### src/rtl/muldiv_sequencer.sv
// Iterative signed multiply/divide sequencer that owns the HI/LO register pair.
// MULT and DIV share one shift/add-subtract datapath; latency is WIDTH+2 edges.
// Optional MULDIV_MTHILO_EN adds direct HI/LO writes (mthi_i/mtlo_i/wr_data_i) in IDLE.
module muldiv_sequencer #(
    parameter int unsigned WIDTH = 32
) (
    input  logic             clk_i,
    input  logic             rst_ni,
    input  logic             mult_start_i,
    input  logic             div_start_i,
    input  logic [WIDTH-1:0] a_i,
    input  logic [WIDTH-1:0] b_i,
`ifdef MULDIV_MTHILO_EN
    input  logic             mthi_i,
    input  logic             mtlo_i,
    input  logic [WIDTH-1:0] wr_data_i,
`endif
    output logic             busy_o,
    output logic             done_o,
    output logic             div0_o,
    output logic [WIDTH-1:0] hi_o,
    output logic [WIDTH-1:0] lo_o
);

    localparam int unsigned CntW = (WIDTH > 1) ? $clog2(WIDTH) : 1;

    typedef enum logic [1:0] {StIdle, StPrep, StRun, StFix} state_e;

    state_e             state_q;
    logic               busy_q, done_q, div0_q;
    logic [WIDTH-1:0]   hi_q, lo_q;
    logic [WIDTH-1:0]   a_q, b_q;
    logic               op_div_q;
    logic               neg_res_q, neg_rem_q;
    logic [CntW-1:0]    cnt_q;
    // upper_q: product high half (MULT) or remainder (DIV)
    // lower_q: multiplier being shifted out (MULT) or quotient being shifted in (DIV)
    logic [WIDTH-1:0]   upper_q, lower_q, opnd_q;

    logic [WIDTH-1:0]   abs_a, abs_b;
    logic [WIDTH+1:0]   alu_a, alu_b, alu_res;
    logic [2*WIDTH-1:0] prod, prod_fix;
    logic [WIDTH-1:0]   quot_fix, rem_fix;

    // Magnitudes, shared adder/subtractor and final sign correction.
    always_comb begin
        abs_a    = a_q[WIDTH-1] ? ('0 - a_q) : a_q;
        abs_b    = b_q[WIDTH-1] ? ('0 - b_q) : b_q;
        // DIV trial-subtracts the divisor from the WIDTH+1-bit shifted partial remainder;
        // MULT conditionally adds the multiplicand to the high half.
        alu_a    = op_div_q ? {1'b0, upper_q, lower_q[WIDTH-1]} : {2'b00, upper_q};
        alu_b    = (op_div_q || lower_q[0]) ? {2'b00, opnd_q} : '0;
        alu_res  = op_div_q ? (alu_a - alu_b) : (alu_a + alu_b);
        prod     = {upper_q, lower_q};
        prod_fix = neg_res_q ? ('0 - prod) : prod;
        quot_fix = neg_res_q ? ('0 - lower_q) : lower_q;
        rem_fix  = neg_rem_q ? ('0 - upper_q) : upper_q;
    end

    // Sequencer FSM with registered status outputs and HI/LO.
    always_ff @(posedge clk_i or negedge rst_ni) begin
        if (!rst_ni) begin
            state_q   <= StIdle;
            busy_q    <= 1'b0;
            done_q    <= 1'b0;
            div0_q    <= 1'b0;
            hi_q      <= '0;
            lo_q      <= '0;
            a_q       <= '0;
            b_q       <= '0;
            op_div_q  <= 1'b0;
            neg_res_q <= 1'b0;
            neg_rem_q <= 1'b0;
            cnt_q     <= '0;
            upper_q   <= '0;
            lower_q   <= '0;
            opnd_q    <= '0;
        end else begin
            done_q <= 1'b0;
            div0_q <= 1'b0;
            case (state_q)
                StIdle: begin
`ifdef MULDIV_MTHILO_EN
                    if (mthi_i) hi_q <= wr_data_i;
                    if (mtlo_i) lo_q <= wr_data_i;
`endif
                    if (mult_start_i || div_start_i) begin
                        a_q      <= a_i;
                        b_q      <= b_i;
                        op_div_q <= !mult_start_i;  // mult wins a tie
                        busy_q   <= 1'b1;
                        state_q  <= StPrep;
                    end
                end
                StPrep: begin
                    if (op_div_q && (b_q == '0)) begin
                        div0_q  <= 1'b1;
                        busy_q  <= 1'b0;
                        state_q <= StIdle;
                    end else begin
                        upper_q   <= '0;
                        lower_q   <= op_div_q ? abs_a : abs_b;
                        opnd_q    <= op_div_q ? abs_b : abs_a;
                        neg_res_q <= a_q[WIDTH-1] ^ b_q[WIDTH-1];
                        neg_rem_q <= a_q[WIDTH-1];
                        cnt_q     <= '0;
                        state_q   <= StRun;
                    end
                end
                StRun: begin
                    if (op_div_q) begin
                        // Restoring step: keep the difference only if it did not go negative.
                        if (!alu_res[WIDTH+1]) begin
                            upper_q <= alu_res[WIDTH-1:0];
                        end else begin
                            upper_q <= {upper_q[WIDTH-2:0], lower_q[WIDTH-1]};
                        end
                        lower_q <= {lower_q[WIDTH-2:0], !alu_res[WIDTH+1]};
                    end else begin
                        upper_q <= alu_res[WIDTH:1];
                        lower_q <= {alu_res[0], lower_q[WIDTH-1:1]};
                    end
                    cnt_q <= cnt_q + CntW'(1);
                    if (cnt_q == CntW'(WIDTH - 1)) state_q <= StFix;
                end
                StFix: begin
                    if (op_div_q) begin
                        hi_q <= rem_fix;
                        lo_q <= quot_fix;
                    end else begin
                        hi_q <= prod_fix[2*WIDTH-1:WIDTH];
                        lo_q <= prod_fix[WIDTH-1:0];
                    end
                    done_q  <= 1'b1;
                    busy_q  <= 1'b0;
                    state_q <= StIdle;
                end
                default: state_q <= StIdle;
            endcase
        end
    end

    assign busy_o = busy_q;
    assign done_o = done_q;
    assign div0_o = div0_q;
    assign hi_o   = hi_q;
    assign lo_o   = lo_q;

endmodule

### config.mk
export PLATFORM = sky130hd
export DESIGN_NAME = muldiv_sequencer
export DESIGN_NICKNAME = d
export VERILOG_FILES = /design/src/rtl/muldiv_sequencer.sv
export SDC_FILE = /design/constraint.sdc
export NUM_CORES = 1
export LEC_CHECK = 0
export BUFFER_PORTS_ARGS = -buffer_cell sky130_fd_sc_hd__clkbuf_2
export CORE_MARGIN = 5
export CORE_UTILIZATION = 60
export DETAILED_ROUTE_END_ITERATION = 8
export GPL_TIMING_DRIVEN = 1
export HOLD_SLACK_MARGIN = 0.1
export PLACE_DENSITY_LB_ADDON = 0.3
export REMOVE_ABC_BUFFERS = 1
export SETUP_SLACK_MARGIN = 0.5
export SYNTH_ARGS = -nofsm -noshare
export SYNTH_HDL_FRONTEND = slang
export SYNTH_SLANG_ARGS = --single-unit
### constraint.sdc
create_clock -name clk_i -period 6.85 [get_ports clk_i]
set_input_delay 2.055 -clock clk_i [delete_from_list [all_inputs] [get_ports clk_i]]
set_output_delay 2.055 -clock clk_i [all_outputs]
set_load 0.02 [all_outputs]
# ---- Yosys cells after proc, flatten, opt, wreduce, memory -nomap -nowiden
# Index checks and enable logic that the tools add are counted.
dict set report op_classes {
  n_addsub 8
  n_mux 31
  reduce_logical 14
  n_eq_ne 8
  bitwise_logic 2
}
# operator n
set op_table {}
lappend op_table {{2-to-1 mux 32 bit} 14}
lappend op_table {{one-hot mux 32 bit (2 select lines)} 2}
lappend op_table {{subtractor 1 x 32 -> 32 bit (first input constant)} 4}
lappend op_table {{2-to-1 mux 64 bit} 1}
lappend op_table {{subtractor 1 x 64 -> 64 bit (first input constant)} 1}
lappend op_table {{adder 33 x 32 -> 34 bit} 1}
lappend op_table {{2-to-1 mux 34 bit} 1}
lappend op_table {{subtractor 33 x 32 -> 34 bit} 1}
lappend op_table {{2-to-1 mux 33 bit} 1}
lappend op_table {{zero test 32 bit} 1}
lappend op_table {{one-hot mux 5 bit (2 select lines)} 1}
lappend op_table {{!= test 2 bit (second input constant)} 4}
lappend op_table {{one-hot mux 2 bit (4 select lines)} 1}
lappend op_table {{AND reduction 2 bit} 4}
lappend op_table {{2-to-1 mux 2 bit} 3}
lappend op_table {{adder 5 x 1 -> 5 bit (second input constant)} 1}
lappend op_table {{== test 5 bit (second input constant)} 1}
lappend op_table {{2-to-1 mux 1 bit} 5}
lappend op_table {{2-to-1 mux 5 bit} 1}
lappend op_table {{== test 2 bit (second input constant)} 2}
lappend op_table {{one-hot mux 1 bit (3 select lines)} 1}
lappend op_table {{AND reduction 3 bit} 1}
lappend op_table {{nonzero test 3 bit} 1}
lappend op_table {{== test 2 x 1 -> 1 bit (second input constant)} 1}
lappend op_table {{7 further kinds} 9}
dict set report word_totals {
  reg_bits 237
  word_cells 78
  out_inout_bits 67
  in_bits 68
}

# ---- Logic depth before layout (Yosys ltp)
dict set report depth {
  word_depth 7
  ltp_mapped 24
  ltp_nobuf 20
}

# ---- Worst setup path before layout
# Ideal clock, no wire load.
dict set report synth_timing {
  path_kind {reg-to-reg}
  startpoint {register op_div_q}
  endpoint {register upper_q[13]}
  path_buffers 3
  setup_time_ns 0.133
  arrival_time_ns 4.861
  synth_period_minus_slack_ns 4.995
  path_stages_with_launch 23
  path_slack_ns 1.855
  required_ns 6.717
  cell_sequence {dfrtp_1 -> clkbuf_1 -> inv_2 -> nand2_1 -> nand2_1 -> ha_1 -> and3_1 -> buf_1 -> o21ai_0 -> a21oi_1 -> nor2_1 -> mux2_2 -> nand2_1 -> o21ai_0 -> ha_1 -> a21o_1 -> o311ai_0 -> nand2_1 -> a211oi_1 -> nor3_2 -> buf_2 -> mux2i_1 -> o21ai_0}
}
dict set report synth_between {
  elab_chain_len 7
  word_cells_on_any_way 12
  classes_between {add/sub: 2; eq/ne: 1; mux: 6; reduce/logical: 3}
}
# item line_no
set synth_rtl {}
lappend synth_rtl {{from (decl)} 33} ;# logic op_div_q;
lappend synth_rtl {{from (signal assigned)} 90} ;# op_div_q <= !mult_start_i;
lappend synth_rtl {{logical OR 1 bit} 52} ;# alu_b = (op_div_q || lower_q[0]) ? {2'b00, opnd_q} : '0;
lappend synth_rtl {{2-to-1 mux 32 bit} 52}
lappend synth_rtl {{adder 33 x 32 -> 34 bit / subtractor 33 x 32 -> 34 bit (equally long branches)} 53} ;# alu_res = op_div_q ? (alu_a - alu_b) : (alu_a + alu_b);
lappend synth_rtl {{2-to-1 mux 34 bit} 53}
lappend synth_rtl {{2-to-1 mux 32 bit} 113} ;# if (!alu_res[WIDTH+1]) begin
lappend synth_rtl {{2-to-1 mux 32 bit} 111} ;# if (op_div_q) begin
lappend synth_rtl {{one-hot mux 32 bit (2 select lines)} 81} ;# case (state_q)
lappend synth_rtl {{to (signal assigned)} 114} ;# upper_q <= alu_res[WIDTH-1:0];
lappend synth_rtl {{to (signal assigned)} 116} ;# upper_q <= {upper_q[WIDTH-2:0], lower_q[WIDTH-1]};
lappend synth_rtl {{to (signal assigned)} 120} ;# upper_q <= alu_res[WIDTH:1];
lappend synth_rtl {{to (decl)} 38} ;# logic [WIDTH-1:0] upper_q, lower_q, opnd_q;
# Several ways; a longest one is shown, not always the timed one.
# A chain may end at the register's enable or synchronous reset.

# ---- Worst setup path in the final report
dict set report layout_timing {
  startpoint {register lower_q[0]}
  endpoint {register upper_q[30]}
}
dict set report layout_between {
  elab_chain_len 7
  word_cells_on_any_way 8
  classes_between {add/sub: 2; mux: 5; reduce/logical: 1}
}
# item line_no
set layout_rtl {}
lappend layout_rtl {{from (decl)} 38}
lappend layout_rtl {{from (signal assigned)} 102} ;# lower_q <= op_div_q ? abs_a : abs_b;
lappend layout_rtl {{from (signal assigned)} 118} ;# lower_q <= {lower_q[WIDTH-2:0], !alu_res[WIDTH+1]};
lappend layout_rtl {{from (signal assigned)} 121} ;# lower_q <= {alu_res[0], lower_q[WIDTH-1:1]};
lappend layout_rtl {{logical OR 1 bit (*)} 52}
lappend layout_rtl {{2-to-1 mux 32 bit (*)} 52}
lappend layout_rtl {{adder 33 x 32 -> 34 bit / subtractor 33 x 32 -> 34 bit (equally long branches)} 53}
lappend layout_rtl {{2-to-1 mux 34 bit (*)} 53}
lappend layout_rtl {{2-to-1 mux 32 bit} 113}
lappend layout_rtl {{2-to-1 mux 32 bit (*)} 111}
lappend layout_rtl {{one-hot mux 32 bit (2 select lines) (*)} 81}
# Mark *: on every way between the ends. The rest lies on a longest branch, timed or not.

==> metrics <==
I/O Buffers 134; Antenna Nets Post-Route 0; routability congestion estimate 0.996; CP required 7.25 ns; hold path depth 1; # DRC 0; Primary FF master, synth dfrtp_1; Initial Utilization 0.606; Min-Delay Endpoint hi_o[24]; vias in the first global route 14500; Cell Rows 61; I/O pin count 135; synthesized netlist cell count 1895; Worst Tran Pin Value 1.01 ns; TNS Setup 0 ns; wire per inst 20.1 µm; Warnings, synthesis 0; top-area cell type share of the netlist area 0.353; Layout area overhead 11.2%; vias 15000; largest net degree at the start of global routing 120; CTS tree yes; Synth area leaders dfrtp_1 (35%), mux2_2 (8.1%), a21oi_1 (4.8%); final WL 47000 µm; Max Freq 181 MHz; synthesized area per cell 8.85 µm²; R2R Setup Slk 1.32 ns; grt ovf 0; R2R depth 21; dominant cell type by area after synthesis dfrtp_1; max_slew headroom 0.325; Ant. Diodes 0; Netlist cell types 79; Fin. Hold Viols 0; WS Path Type register to register; mapped cell area 16800 µm²; Max Fanout on Critical Path 26; Post-CTS Hold Fix Bufs 0; Detailed Routing Iterations Pass 1 6; first-pass GRT wire length 75700 µm; clock sinks 237; HP Class register to register; Num CTS Buffers 28; Reg-to-Reg End upper_q[30]; number of synthesized register bits 237; share of layout cells above drive strength 1 0.192; Final setup viols 0; Detail Placement HPWL 34500 µm; MaxCap Viol Count 0; final worst path period share 0.808; count leader, synth dfrtp_1; Worst setup SP type register; worst hold slack 0.502 ns; Seq/Total Area, Yosys 0.353; Final Critical Period 5.53 ns; buffer depth of the longest clock path 3; all-layer global routing usage 0.295; clk slew on worst S/H paths 0.06 ns; hold_sp hi_o[24]; routed vias/inst 6.38; critical path data arrival time 5.93 ns; Critical Path End Type register; DR iter-0 viols 1272; initial antenna violation count 0; postcts setup bufs 0; FFs w/ async S/R, synth 1.00; CORE AREA 27700 µm²; most frequent cells after synthesis dfrtp_1 (237), nand2_1 (209), a21oi_1 (162), o21ai_0 (162), nor2_1 (147); Crit Reg-Reg Startpoint lower_q[0]; EDFF count, synth 0; number of nets in the layout 2062; skew final 0.0485 ns; Layout fillers 2197; Die Y 177 µm; Worst-Skew Late Latency 0.58 ns; post-cts sizing count 0; Final Max Tran Viols 0; H-Tree Depth 1; Die Area 31400 µm²; RSZ-0062 raised after global routing no; die width 177 µm; outcome finished clean; root buffer cell clkbuf_16
kinds of logic after synthesis:
family,synth area share
compound gates,0.203
xor+xnor,0.0809
fa+ha+maj,0.0340
buf+inv,0.0406
flops,0.353
mux,0.132
simple gates,0.157
metal layers:
layer / up-vias / global-route usage / routed length (µm) / share of wire
met5: - / 0 / 0 / 0
met4: 0 / 0.126 / 2260 / 0.048
met3: 137 / 0.0399 / 2980 / 0.063
met2: 627 / 0.491 / 22200 / 0.47
met1: 7163 / 0.389 / 19600 / 0.42
li1: 7043 / - / - / -
layout make-up:
cell class | count | area (µm²) | share of cell area
clock buffers | 35 | 777 | 0.0416
clock inverters | 13 | 249 | 0.0133
inverters | 32 | 120 | 0.00644
multi-input cells | 1491 | 10200 | 0.548
flip-flops and latches | 237 | 5930 | 0.318
well taps | 378 | 473 | 0.0253
repair buffers | 159 | 881 | 0.0472
worst max path at each step:
stage,start,endpoint,cells past startpoint
floorplan,op_div_q,upper_q[20],19
global placement,lower_q[0],upper_q[30],21
detailed placement,lower_q[0],upper_q[30],21
CTS,lower_q[0],upper_q[30],21
global route,lower_q[0],upper_q[30],21
finish,lower_q[0],upper_q[30],21
flip-flops by register name (all words and copies together), names as in the netlist, named ones only:
signal,cells
a_q,32
b_q,32
hi_o,32
lo_o,32
lower_q,32
opnd_q,32
upper_q,32
cnt_q,5
busy_o,1
div0_o,1
done_o,1
neg_rem_q,1
neg_res_q,1
op_div_q,1
state_q,1
worst max-delay path: stages, from the launching register on:
cell and delay, ns:
dfrtp_1 0.35, clkinv_1 0.26, nand2_1 0.37, nand2_1 0.13
ha_1 0.25, and3_1 0.24, o21ai_0 0.20, a21oi_1 0.07
nor2_1 0.40, mux2_2 0.39, nand2_1 0.06, o21ai_0 0.09
ha_1 0.40, a21o_1 0.22, o311ai_0 0.51, nand2_1 0.20
a211oi_1 0.25, buf_4 0.19, nor3_4 0.04, buf_4 0.28
a211oi_1 0.31, o21ai_0 0.14
cells in the final DEF, fill, tap and decap left out, drive strengths merged, types with 27 or more instances in the layout:
cell / instances
dfrtp: 237
nand2: 209
clkbuf: 168
o21ai: 166
a21oi: 162
nor2: 147
mux2: 122
xnor2: 83
xor2: 72
ha: 44
mux2i: 43
nor3: 40
o31ai: 35
inv: 31
a22oi: 30
nand3: 28
or4: 27
through the flow:
| step | cells | setup WS, ns | area (µm²) | utilization |
|---|---|---|---|---|
| 2_1_floorplan | 1760 | -3.54 | 16200 | - |
| 3_5_place_dp | 2297 | 1.45 | 17600 | 0.636 |
| 4_1_cts | 2345 | 1.37 | 18700 | 0.673 |
| 3_3_place_gp | 2297 | 1.65 | 17600 | 0.636 |
| 5_1_grt | 2345 | 0.871 | 18700 | 0.673 |
| 6_report | 2345 | 1.32 | 18700 | 0.673 |
Power is not shown: default switching activity piles up to over one toggle a cycle in this logic, so the estimate is an artifact.
